[src/rtl/pdp8l_eae_pkg.sv]
// Shared types and constants for the PDP-8/L EAE step sequencer.
package pdp8l_eae_pkg;

    typedef enum logic [2:0] {
        NOP = 3'd0,
        MUY = 3'd1,
        DVI = 3'd2,
        SHL = 3'd3,
        ASR = 3'd4,
        LSR = 3'd5,
        NMI = 3'd6
    } op_t;

    typedef enum logic [1:0] {
        IDLE = 2'd0,
        RUN  = 2'd1,
        DONE = 2'd2
    } state_t;

    localparam int MUL_STEPS = 12;
    localparam int SC_MAX    = 31;

endpackage

[src/rtl/pdp8l_eae_step.sv]
// Combinational single bit-step ALU for the EAE ops.
// PDP8L_EAE_NMI_EN enables the normalize step; otherwise NMI stops at once like NOP.
module pdp8l_eae_step
    import pdp8l_eae_pkg::*;
#(
    parameter int WORD_W = 12
) (
    input  op_t               op,
    input  logic [WORD_W-1:0] ac,
    input  logic [WORD_W-1:0] mq,
    input  logic [WORD_W-1:0] operand,
    input  logic              link,
    output logic [WORD_W-1:0] ac_next,
    output logic [WORD_W-1:0] mq_next,
    output logic              link_next,
    output logic              nmi_stop
);

    logic [WORD_W:0] sum;
    logic [WORD_W:0] rem;
    logic [WORD_W:0] diff;

    always_comb begin
        ac_next   = ac;
        mq_next   = mq;
        link_next = link;
        nmi_stop  = 1'b0;
        sum  = {1'b0, ac} + (mq[0] ? {1'b0, operand} : '0);
        rem  = {ac, mq[WORD_W-1]};
        diff = rem - {1'b0, operand};
        case (op)
            MUY: begin
                // add-if-lsb, then shift the 25-bit carry:AC:MQ right by one
                ac_next = sum[WORD_W:1];
                mq_next = {sum[0], mq[WORD_W-1:1]};
            end
            DVI: begin
                if (rem >= {1'b0, operand}) begin
                    ac_next = diff[WORD_W-1:0];
                    mq_next = {mq[WORD_W-2:0], 1'b1};
                end else begin
                    ac_next = rem[WORD_W-1:0];
                    mq_next = {mq[WORD_W-2:0], 1'b0};
                end
            end
            SHL: begin
                link_next = ac[WORD_W-1];
                ac_next   = {ac[WORD_W-2:0], mq[WORD_W-1]};
                mq_next   = {mq[WORD_W-2:0], 1'b0};
            end
            ASR, LSR: begin
                link_next = mq[0];
                mq_next   = {ac[0], mq[WORD_W-1:1]};
                ac_next   = {(op == ASR) ? ac[WORD_W-1] : 1'b0, ac[WORD_W-1:1]};
            end
            NMI: begin
`ifdef PDP8L_EAE_NMI_EN
                if ((ac[WORD_W-1] == ac[WORD_W-2]) && ({ac, mq} != '0)) begin
                    link_next = ac[WORD_W-1];
                    ac_next   = {ac[WORD_W-2:0], mq[WORD_W-1]};
                    mq_next   = {mq[WORD_W-2:0], 1'b0};
                end else begin
                    nmi_stop = 1'b1;
                end
`else
                nmi_stop = 1'b1;
`endif
            end
            default: ;
        endcase
    end

endmodule

[src/rtl/pdp8l_eae_sequencer.sv]
// EAE step sequencer: IDLE/RUN/DONE FSM, step counter and AC/MQ/link registers.
// NMI normalize behaviour depends on PDP8L_EAE_NMI_EN (see pdp8l_eae_step).
module pdp8l_eae_sequencer
    import pdp8l_eae_pkg::*;
#(
    parameter int WORD_W = 12,
    parameter int SC_W   = 5
) (
    input  logic              CLOCK,
    input  logic              RESET,
    input  logic              CSTEP,
    input  logic              start,
    input  op_t               op,
    input  logic [WORD_W-1:0] operand,
    input  logic [WORD_W-1:0] ac_in,
    input  logic [WORD_W-1:0] mq_in,
    output logic              busy,
    output logic              done,
    output logic [WORD_W-1:0] ac_out,
    output logic [WORD_W-1:0] mq_out,
    output logic [SC_W-1:0]   sc_out,
    output logic              link_out
);

    state_t            state_q, state_d;
    op_t               op_q, op_d;
    logic [WORD_W-1:0] ac_q, ac_d, mq_q, mq_d, operand_q, operand_d;
    logic [SC_W-1:0]   sc_q, sc_d;
    logic              link_q, link_d, ovf_q, ovf_d;

    logic [WORD_W-1:0] step_ac, step_mq;
    logic              step_link, nmi_stop;

    pdp8l_eae_step #(.WORD_W(WORD_W)) u_step (
        .op        (op_q),
        .ac        (ac_q),
        .mq        (mq_q),
        .operand   (operand_q),
        .link      (link_q),
        .ac_next   (step_ac),
        .mq_next   (step_mq),
        .link_next (step_link),
        .nmi_stop  (nmi_stop)
    );

    // SC holds remaining steps minus one, so the terminal test is ==0 before
    // decrementing and a shift count of 31 yields 32 steps without wrapping.
    always_comb begin
        state_d   = state_q;
        op_d      = op_q;
        ac_d      = ac_q;
        mq_d      = mq_q;
        operand_d = operand_q;
        sc_d      = sc_q;
        link_d    = link_q;
        ovf_d     = ovf_q;
        unique case (state_q)
            IDLE: begin
                if (start) begin
                    state_d   = RUN;
                    op_d      = op;
                    ac_d      = ac_in;
                    mq_d      = mq_in;
                    operand_d = operand;
                    link_d    = 1'b0;
                    ovf_d     = 1'b0;
                    case (op)
                        MUY:           sc_d = SC_W'(MUL_STEPS - 1);
                        DVI: begin
                            sc_d  = SC_W'(MUL_STEPS - 1);
                            ovf_d = (ac_in >= operand);
                        end
                        SHL, ASR, LSR: sc_d = operand[SC_W-1:0];
                        default:       sc_d = '0;
                    endcase
                end
            end
            RUN: begin
                if ((op_q == DVI) && ovf_q) begin
                    link_d  = 1'b1;
                    sc_d    = '0;
                    state_d = DONE;
                end else if (op_q == NMI) begin
                    if (nmi_stop || (sc_q == SC_W'(SC_MAX))) begin
                        state_d = DONE;
                    end else begin
                        ac_d   = step_ac;
                        mq_d   = step_mq;
                        link_d = step_link;
                        sc_d   = sc_q + 1'b1;
                    end
                end else begin
                    ac_d   = step_ac;
                    mq_d   = step_mq;
                    link_d = step_link;
                    if (sc_q == '0) state_d = DONE;
                    else            sc_d    = sc_q - 1'b1;
                end
            end
            DONE:    state_d = IDLE;
            default: state_d = IDLE;
        endcase
    end

    always_ff @(posedge CLOCK) begin
        if (RESET) begin
            state_q   <= IDLE;
            op_q      <= NOP;
            ac_q      <= '0;
            mq_q      <= '0;
            operand_q <= '0;
            sc_q      <= '0;
            link_q    <= 1'b0;
            ovf_q     <= 1'b0;
        end else if (CSTEP) begin
            state_q   <= state_d;
            op_q      <= op_d;
            ac_q      <= ac_d;
            mq_q      <= mq_d;
            operand_q <= operand_d;
            sc_q      <= sc_d;
            link_q    <= link_d;
            ovf_q     <= ovf_d;
        end
    end

    assign busy     = (state_q != IDLE);
    assign done     = (state_q == DONE);
    assign ac_out   = ac_q;
    assign mq_out   = mq_q;
    assign sc_out   = sc_q;
    assign link_out = link_q;

endmodule
[config.mk]
export PLATFORM = sky130hd
export DESIGN_NAME = pdp8l_eae_sequencer
export DESIGN_NICKNAME = d
export VERILOG_FILES = /design/src/rtl/pdp8l_eae_pkg.sv /design/src/rtl/pdp8l_eae_step.sv /design/src/rtl/pdp8l_eae_sequencer.sv
export SDC_FILE = /design/constraint.sdc
export NUM_CORES = 1
export LEC_CHECK = 0
export ABC_AREA = 1
export ABC_CLOCK_PERIOD_IN_PS = 2700
export BUFFER_PORTS_ARGS = -buffer_cell sky130_fd_sc_hd__buf_4
export CAP_MARGIN = 30
export CELL_PAD_IN_SITES_DETAIL_PLACEMENT = 1
export CELL_PAD_IN_SITES_GLOBAL_PLACEMENT = 1
export CORE_AREA = 3 3 102 123
export CTS_CLUSTER_DIAMETER = 50
export DETAILED_ROUTE_END_ITERATION = 16
export DIE_AREA = 0 0 105 126
export PLACE_DENSITY = 0.77
export REMOVE_ABC_BUFFERS = 1
export SYNTH_ARGS = -nofsm -noshare
export SYNTH_HDL_FRONTEND = slang
export SYNTH_SLANG_ARGS = --single-unit
[constraint.sdc]
create_clock -name CLOCK -period 2.7 [get_ports CLOCK]
set_input_delay 0 -clock CLOCK [delete_from_list [all_inputs] [get_ports CLOCK]]
set_output_delay 0 -clock CLOCK [all_outputs]
set_load 0.05 [all_outputs]
[Yosys cells after proc, flatten, opt, wreduce, memory -nomap -nowiden]
Cells that the tools add are included.
Operators by class
  equal/unequal tests: 21
  mux-type cells: 37
  reductions and logical operators: 14
  multipliers: 0
  order comparisons: 2
  div/mod/pow operators: 0
  $add $sub $neg: 4
  shift operators: 0
  bitwise logic cells: 0
Operators by type and width (number)
  $mux 12: 10
  $pmux 12 s4: 2
  $pmux 12 s2: 2
  $mux 5: 5
  $pmux 5 s2: 2
  $ne 4x4->1 const B: 4
  $eq 3x3->1 const B: 5
  $add 12x12->13: 1
  $ge 13x12->1: 1
  $eq 3x2->1 const B: 4
  $ge 12x12->1: 1
  $sub 12x12->12: 1
  $mux 2: 5
  $reduce_and 5->1: 2
  $mux 1: 8
  $reduce_and 4->1: 2
  $eq 3x1->1 const B: 2
  $add 5x1->5 const B: 1
  $eq 5x5->1 const B: 1
  $logic_not 5->1: 1
  $sub 5x1->5 const B: 1
  $ne 2x2->1 const B: 2
  $pmux 1 s2: 2
  $pmux 2 s2: 1
  10 further kinds: 12
Storage, ports and cells
  memories: 0
  register bits after elaboration: 48
  logic and storage cells: 86
  input bits: 43
  RAM bits: 0
  latch bits: 0
  output and inout port bits: 32
  bits in read-only memories: 0

[Logic depth before layout (Yosys ltp)]
Gate-level depths: netlist of the first run.
  depth in word-level cells: 7
  mapped depth: 17
  gate-level depth less buffers: 16

[Modules after synthesis]
From an unflattened synthesis of the first run, not the netlist that was laid out.
Unflattened totals
  cells, all modules: 926
  area, all modules: 5336.4 µm²
Modules (own cells, without submodules)
  pdp8l_eae_sequencer: area an instance 2864.0 µm², cells each 470, times used 1, sequential area each 960.9 µm²
  pdp8l_eae_step: area an instance 2472.4 µm², cells each 456, times used 1, sequential area each 0.0 µm²

[Worst setup path before layout of the first run]
Ideal clock, no wire load.
  kind: register to register
  from: register mq_q[0] (netlist: mq_out[0])
  to: register ac_q[7] (netlist: ac_out[7])
  data required time: 2.630 ns
  setup slack: 0.353 ns
  cell stages (with the launch flop): 16
  path buffers: 1
  library setup time: 0.070 ns
  clock period less this slack: 2.347 ns
  arrival time: 2.276 ns
  cells stage by stage: dfxtp_1 clkbuf_1 nand2_1 inv_1 ha_1 a21oi_1 inv_1 a21oi_1 nand2_1 nand2_1 nand2_1 o21ai_0 inv_1 nand3_1 nand2_1 a21oi_1
On the way
  word-level cells in the longest chain between the ends: 7
RTL lines
  from (decl): line pdp8l_eae_sequencer.sv:27  | logic [WORD_W-1:0] ac_q, ac_d, mq_q, mq_d, operand_q, operand_d;
  from (signal assigned): line pdp8l_eae_sequencer.sv:119  | mq_q <= mq_d;
  $mux 12 (*): line pdp8l_eae_step.sv:28  | sum = {1'b0, ac} + (mq[0] ? {1'b0, operand} : '0);
  $add 12x12->13 (*): line pdp8l_eae_step.sv:28
  $pmux 12 s4 (*): line pdp8l_eae_step.sv:31  | case (op)
  $mux 12: line pdp8l_eae_sequencer.sv:84  | if (nmi_stop || (sc_q == SC_W'(SC_MAX))) begin
  $mux 12 (*): line pdp8l_eae_sequencer.sv:83  | end else if (op_q == NMI) begin
  $mux 12 (*): line pdp8l_eae_sequencer.sv:79  | if ((op_q == DVI) && ovf_q) begin
  $pmux 12 s2 (*): line pdp8l_eae_sequencer.sv:57  | unique case (state_q)
  to (signal assigned): line pdp8l_eae_sequencer.sv:109  | ac_q <= '0;
  to (signal assigned): line pdp8l_eae_sequencer.sv:118  | ac_q <= ac_d;
  to (decl): line pdp8l_eae_sequencer.sv:27
Every way passes the cells marked *; elsewhere a longest branch is shown, timed or not. The select of a mux whose other input is x is not followed.
A chain may end at the register's enable or synchronous reset.

[Final worst setup path of the first run]
  from: register ac_q[7] (netlist: ac_out[7])
  to: register ac_q[7] (netlist: ac_out[7])
On the way
  word-level cells in the longest chain between the ends: 7
  elaborated cells on any way between the ends: 8
  those cells by class: add/sub: 1; order compare: 1; mux: 6
RTL lines
  $ge 13x12->1: line pdp8l_eae_step.sv:38  | if (rem >= {1'b0, operand}) begin
  $mux 12: line pdp8l_eae_step.sv:38
  $pmux 12 s4 (*): line pdp8l_eae_step.sv:31
  $mux 12: line pdp8l_eae_sequencer.sv:84
  $mux 12 (*): line pdp8l_eae_sequencer.sv:83
  $mux 12 (*): line pdp8l_eae_sequencer.sv:79
  $pmux 12 s2 (*): line pdp8l_eae_sequencer.sv:57
Marked as above.

==> metrics.cfg, run 1 <==
[layout]
fin_util_pct = 48.8
antenna_cells = 0
fin_nets = 914
drive_gt1_share_pct = 13.9
layout_commonest_cell = nand2_1
final_cell_mix = nand2_1 (175), inv_1 (129), buf_4 (86), a21oi_1 (73), nor2_1 (59)
syn2layout_area_growth_pct = 23.5
fin_area_um2 = 5620
layout.cells.non_filler = 987

[clocking]
tritoncts = built
cts_post_setup_buffers_inserted = 0
h-tree-depth = 2
cts_buffers = 5
clkTransAtPathRegs_ps = 70
cts-root-buf = clkbuf_16
clock_path_buffers = 2
cts_sinks = 48
clock_latency_ps = 300

[route]
dr.pass1.iters = 4
drt_first_iter_violations = 283
via_per_inst = 5.37
drc = 0
routed-via-count = 5296
drt-total-wl_um = 17500
post_drt_wl_per_cell_um = 17.7
drtAntennaViolNets = 0

[die]
core_region_area_um2 = 11500
dieArea_um2 = 13200
start_util_pct = 39.5
die_w_um = 105
io_pins = 75
rows = 43
die_y_um = 126

[placed_design]
place_congestion = 0.992
hpwl_um = 14100
io_buffers = 74
dp_cells = 962
place_ws_ps = 42.1
placed_area_um2 = 5260

[timing]
drv_slew = 0
worst_slew_pin_slew_ps = 621
holdWs_ps = -6.38
slew_headroom_pct = 58.4
finalSetupTns_ps = 0
fmax_mhz = 407
setup_slack_ps = 242
setup_viol = 0
fin_worst_skew_ps = 10.2
finalHoldViolCount = 2
min_period_over_period_pct = 91.0
fin_crit_ps = 2460
rsz0062_at_grt = false

[run_status]
status = finished, violations left
violations = negative hold slack

[critical_path]
start_kind = flop
cpLargestDelayFamily = simple AND/OR/NAND/NOR gates
critPathRequiredTime_ps = 2870
r2r_cells = 13
path_cells = ha_1 -> nand2_1 -> inv_1 -> nand2_1 -> nand2_1 -> a21oi_2 -> nand3_4 -> inv_1 -> nand2_1 -> nand3_1 -> nand3_1 -> nand2_1 -> a21oi_1
path_buf_inv = 2
crit_slowest_cell = dfxtp_1
crit_fanout = 19
cp-end-kind = flop
worstSetupPathType = reg -> reg
path_common_cell = nand2_1
crit_cells = 13
cp_slowest_stage_delay_ps = 500
critPathArrivalTime_ps = 2630

[logic_synthesis]
yosys.cell_types.count = 36
synth_warnings = 0
synthFlopType = dfxtp_1
avgSynthCellArea_um2 = 6.14
syn_area_um2 = 4550
yosysSeqAreaShare_pct = 21.1
async_flop_share_pct = 0
synth-edff-count = 0
synthesis.instances = 741
synth-seq-cells = 48

[global_routing]
met3_usage_pct = 3.64
grt_overflow = 0
grt_max_degree = 28
grt_pass1_vias = 5554
antenna_found_initial = 0
track_usage_pct = 26.5
grt_use_met2_pct = 48.3
grt_busiest_layer = met2
grt_pass1_wl_um = 28200
met1_usage_pct = 31.2

[pwr]
power.density_nw_per_um2 = 584
power_leakage_nw = 2.83
ir_worst_vdd_mv = 0.286
totalPowerFinal_mw = 3.28

[min_path]
holdPathStages = 3
min_path_type = in -> reg

[job]
maxCapViolCount = 0

-- layer usage --
| layer | part of all wire, % | vias to the layer above | wire length, um |
|---|---|---|---|
| met3 | 4.2 | 36 | 741 |
| li1 | - | 2603 | - |
| met4 | 3.4 | 0 | 599 |
| met2 | 51 | 110 | 8990 |
| met5 | 0 | - | 0 |
| met1 | 41 | 2547 | 7160 |
-- logic make-up after synthesis --
family                     after synthesis  synth area share (%)
AOI/OAI and AO/OA                      176                  21.7
and+or+nand+nor                        310                  29.3
DFF                                     48                  21.1
adders and majority gates               42                  12.0
xor gates and xnor gates                10                  1.92
buffers and inverters                  155                  13.9
-- what timing repair did --
item,in CTS,in global routing
hold endpoints to repair,16,1
hold buffers,16,1
gates resized for setup,0,2
endpoints found under the setup margin,0,10
-- power breakdown --
| group | internal [mW] | leakage [nW] | switching, mW | total, mW |
|---|---|---|---|---|
| clock network | 0.465 | 0.0871 | 0.303 | 0.768 |
| registers | 0.787 | 0.395 | 0.103 | 0.890 |
| logic | 0.534 | 2.35 | 1.09 | 1.62 |
| total | 1.79 | 2.83 | 1.49 | 3.28 |
-- tightest hold or removal path: stages --
cell and delay [ps]:
buf_4 90, inv_1 50, a21oi_1 110
-- area by class of cell --
class,count,area [um^2]
well taps,157,196
repair buffers,103,816
flip-flops and latches,48,961
inverters,133,502
fillers,1641,5890
clock buffers,6,139
multi-input cells,538,2970
clock inverters,2,38.8
-- worst paths after layout --
path                               start                   endpoint  slack [ps]
setup / recovery  ac_out[7]$_SDFFE_PP0P_     ac_out[7]$_SDFFE_PP0P_         240
hold / removal                operand[0]  operand_q[0]$_SDFFE_PP0P_          -6
setup reg to reg  ac_out[7]$_SDFFE_PP0P_     ac_out[7]$_SDFFE_PP0P_         240
hold reg to reg    link_out$_SDFFE_PP0P_      link_out$_SDFFE_PP0P_         480
-- state kept, by name, summed over array words and instances (netlist names) --
name / count
sc_out: 5
operand_q: 12
link_out: 1
state_q: 2
op_q: 3
ac_out: 12
ovf_q: 1
mq_out: 12
-- synth_stat cells, drive strengths merged, types with 4 or more instances --
cell type	count	share of area, %
nand3	46	5.6
a21oi	74	8.1
nand2	179	15
nor3	4	0.44
nand4	11	1.5
a31oi	11	1.5
clkbuf	14	1.2
dfxtp	48	21
nor2	64	5.8
xor2	5	0.96
a221oi	7	1.3
o21ai	58	6.4
ha	39	11
o211ai	10	1.6
o22ai	9	1.2
inv	133	11
xnor2	5	0.96
buf	8	1.7
No activity file was read; power rests on OpenSTA's default activity.
==> run 2, diff against run 1 <==
SETUP_SLACK_MARGIN = 0.4   (was default)
==> run 2 against run 1 <==
- final cell count increased by 0.41%
- clock skew decreased by 0.56 ps
- critical path type unchanged
- worst hold slack got worse by 4.1 ps
- register-to-register slack improved by 280 ps
- setup slack improved by 280 ps
- design area increased by 3.1%
- first-iteration DRC count decreased by 11%
- fmax increased by 13%
- power increased by 3.6%
- largest cell class unchanged
- die area unchanged
- the flow still finishes with violations (negative hold slack)
- clock power about the same
- critical path depth increased by 1
==> metrics.cfg, run 2 (same netlist as run 1, synthesis figures left out) <==
[run_status]
status = finished, violations left
violations = negative hold slack

[placed_design]
place_congestion = 0.992  ; unchanged
io_buffers = 74  ; unchanged
hpwl_um = 14100  ; unchanged
place_ws_ps = 42.1  ; unchanged

[timing]
fin_crit_ps = 2180  ; -280 ps
finalSetupTns_ps = 0  ; unchanged
rsz0062_at_grt = true
setup_viol = 0  ; unchanged
slew_headroom_pct = 59.4  ; +1.1 points
fin_worst_skew_ps = 9.68  ; -0.558 ps
finalHoldViolCount = 4  ; +2
holdWs_ps = -10.5  ; -4.14 ps
worst_slew_pin_slew_ps = 605  ; -16.0 ps
setup_slack_ps = 522  ; +280 ps
fmax_mhz = 459  ; +13%
drv_slew = 0  ; unchanged
min_period_over_period_pct = 80.7  ; -10 points

[route]
post_drt_wl_per_cell_um = 17.9  ; +0.96%
drt_first_iter_violations = 252  ; -11%
routed-via-count = 5355  ; +1.1%
drt-total-wl_um = 17700  ; +1.4%
dr.pass1.iters = 4  ; unchanged
via_per_inst = 5.40  ; +0.71%
drc = 0  ; unchanged
drtAntennaViolNets = 0  ; unchanged

[layout]
multiInputGateArea_um2 = 3100  ; +4.6%
antenna_cells = 0  ; unchanged
syn2layout_area_growth_pct = 27.4
layout_commonest_cell = nand2_1
fin_nets = 918  ; +0.44%
seq_area_um2 = 980  ; +2.0%
drive_gt1_share_pct = 17.9  ; +4.0 points
final_cell_mix = nand2_1 (172), inv_1 (127), buf_4 (89), a21oi_1 (73), nor2_1 (58)
fill_cells = 1624  ; -1.0%
fin_util_pct = 50.4  ; +1.5 points

[pwr]
totalPowerFinal_mw = 3.40  ; +3.6%
power_leakage_nw = 2.86  ; +1.2%
power.density_nw_per_um2 = 586  ; +0.47%
ir_worst_vdd_mv = 0.285  ; -0.22%

[die]
start_util_pct = 39.5  ; unchanged
die_y_um = 126  ; unchanged
rows = 43  ; unchanged
io_pins = 75  ; unchanged
die_w_um = 105  ; unchanged
core_region_area_um2 = 11500  ; unchanged
dieArea_um2 = 13200  ; unchanged

[job]
maxCapViolCount = 0  ; unchanged

[global_routing]
grt_max_degree = 28  ; unchanged
track_usage_pct = 26.7  ; +0.19 points
grt_pass1_vias = 5573  ; +0.34%
antenna_found_initial = 0  ; unchanged
grt_pass1_wl_um = 28400  ; +0.75%
grt_overflow = 0  ; unchanged

[min_path]
min-delay-start = operand[7]
min_path_type = in -> reg

[clocking]
cts-root-buf = clkbuf_16
cts_sinks = 48  ; unchanged
tritoncts = built
clock_latency_ps = 300  ; about the same
cts_buffers = 5  ; unchanged
clock_path_buffers = 2  ; unchanged
clkTransAtPathRegs_ps = 70  ; about the same
h-tree-depth = 2  ; unchanged

[critical_path]
startpoint = operand_q[3]$_SDFFE_PP0P_
critPathRequiredTime_ps = 2880  ; about the same
worstSetupPathType = reg -> reg
cp-end-kind = flop
critPathArrivalTime_ps = 2360  ; -270 ps
crit_fanout = 8  ; -11
start_kind = flop
r2r_slack_ps = 520  ; +280 ps
r2r_start = operand_q[3]$_SDFFE_PP0P_

==> run 2: stage by stage <==
| step | cells | hold slack, ps | instance area, um^2 |
|---|---|---|---|
| 2_1_floorplan | 719 | 69.1 | 4420 |
| 3_3_place_gp | 962 | 259 | 5260 |
| 3_5_place_dp | 962 | 272 | 5260 |
| 4_1_cts | 989 | 1.26 | 5660 |
| 5_1_grt | 991 | 4.09 | 5800 |
| 6_report | 991 | -10.5 | 5800 |
==> run 2: timing repair <==
action / in CTS / in global routing
pin swaps: 2 / 3
endpoints found under the setup margin: 13 / 16
hold buffers: 16 / 1
hold endpoints to repair: 16 / 1
resized for setup: 10 / 29
gates cloned: 1 / 0
setup buffers: 2 / 1
==> run 2: cell type report <==
cell class	count	area share [%]
Multi-Input combinational cell	539	53.5
Sequential cell	48	16.9
Timing Repair Buffer	106	14.5
Inverter	133	8.65
Tap cell	157	3.39
Clock buffer	6	2.40
Clock inverter	2	0.669
==> run 2: routing by layer <==
layer	vias up	track usage, %	part of all wire [%]
met4	0	10.3	3.4
met3	36	3.59	4.1
met5	-	0	0
met2	104	48.9	52
met1	2603	31.4	41
li1	2612	-	-
==> run 2: worst max-delay path: stages, from the launching register on <==
cell     delay (ps)
dfxtp_2         370
inv_1            50
ha_2            390
nand2_1         130
nor2_1          130
nand2_1          80
nand3_2          90
nand2_2         100
nand3_4         170
buf_4           140
nand3_1         100
nand2_1          90
nand4_1          70
nand2_1          80
a21oi_1          60
==> run 2: path summary, 6_finish.rpt <==
| check | end | cells past startpoint |
|---|---|---|
| min reg2reg | link_out$_SDFFE_PP0P_ | 2 |
| min | operand_q[7]$_SDFFE_PP0P_ | 3 |
| max | ac_out[11]$_SDFFE_PP0P_ | 14 |
| max reg2reg | ac_out[11]$_SDFFE_PP0P_ | 14 |
==> run 2: where the power goes <==
part	internal, mW	switching [mW]
Clock	0.465	0.306
Sequential	0.790	0.110
Combinational	0.598	1.13
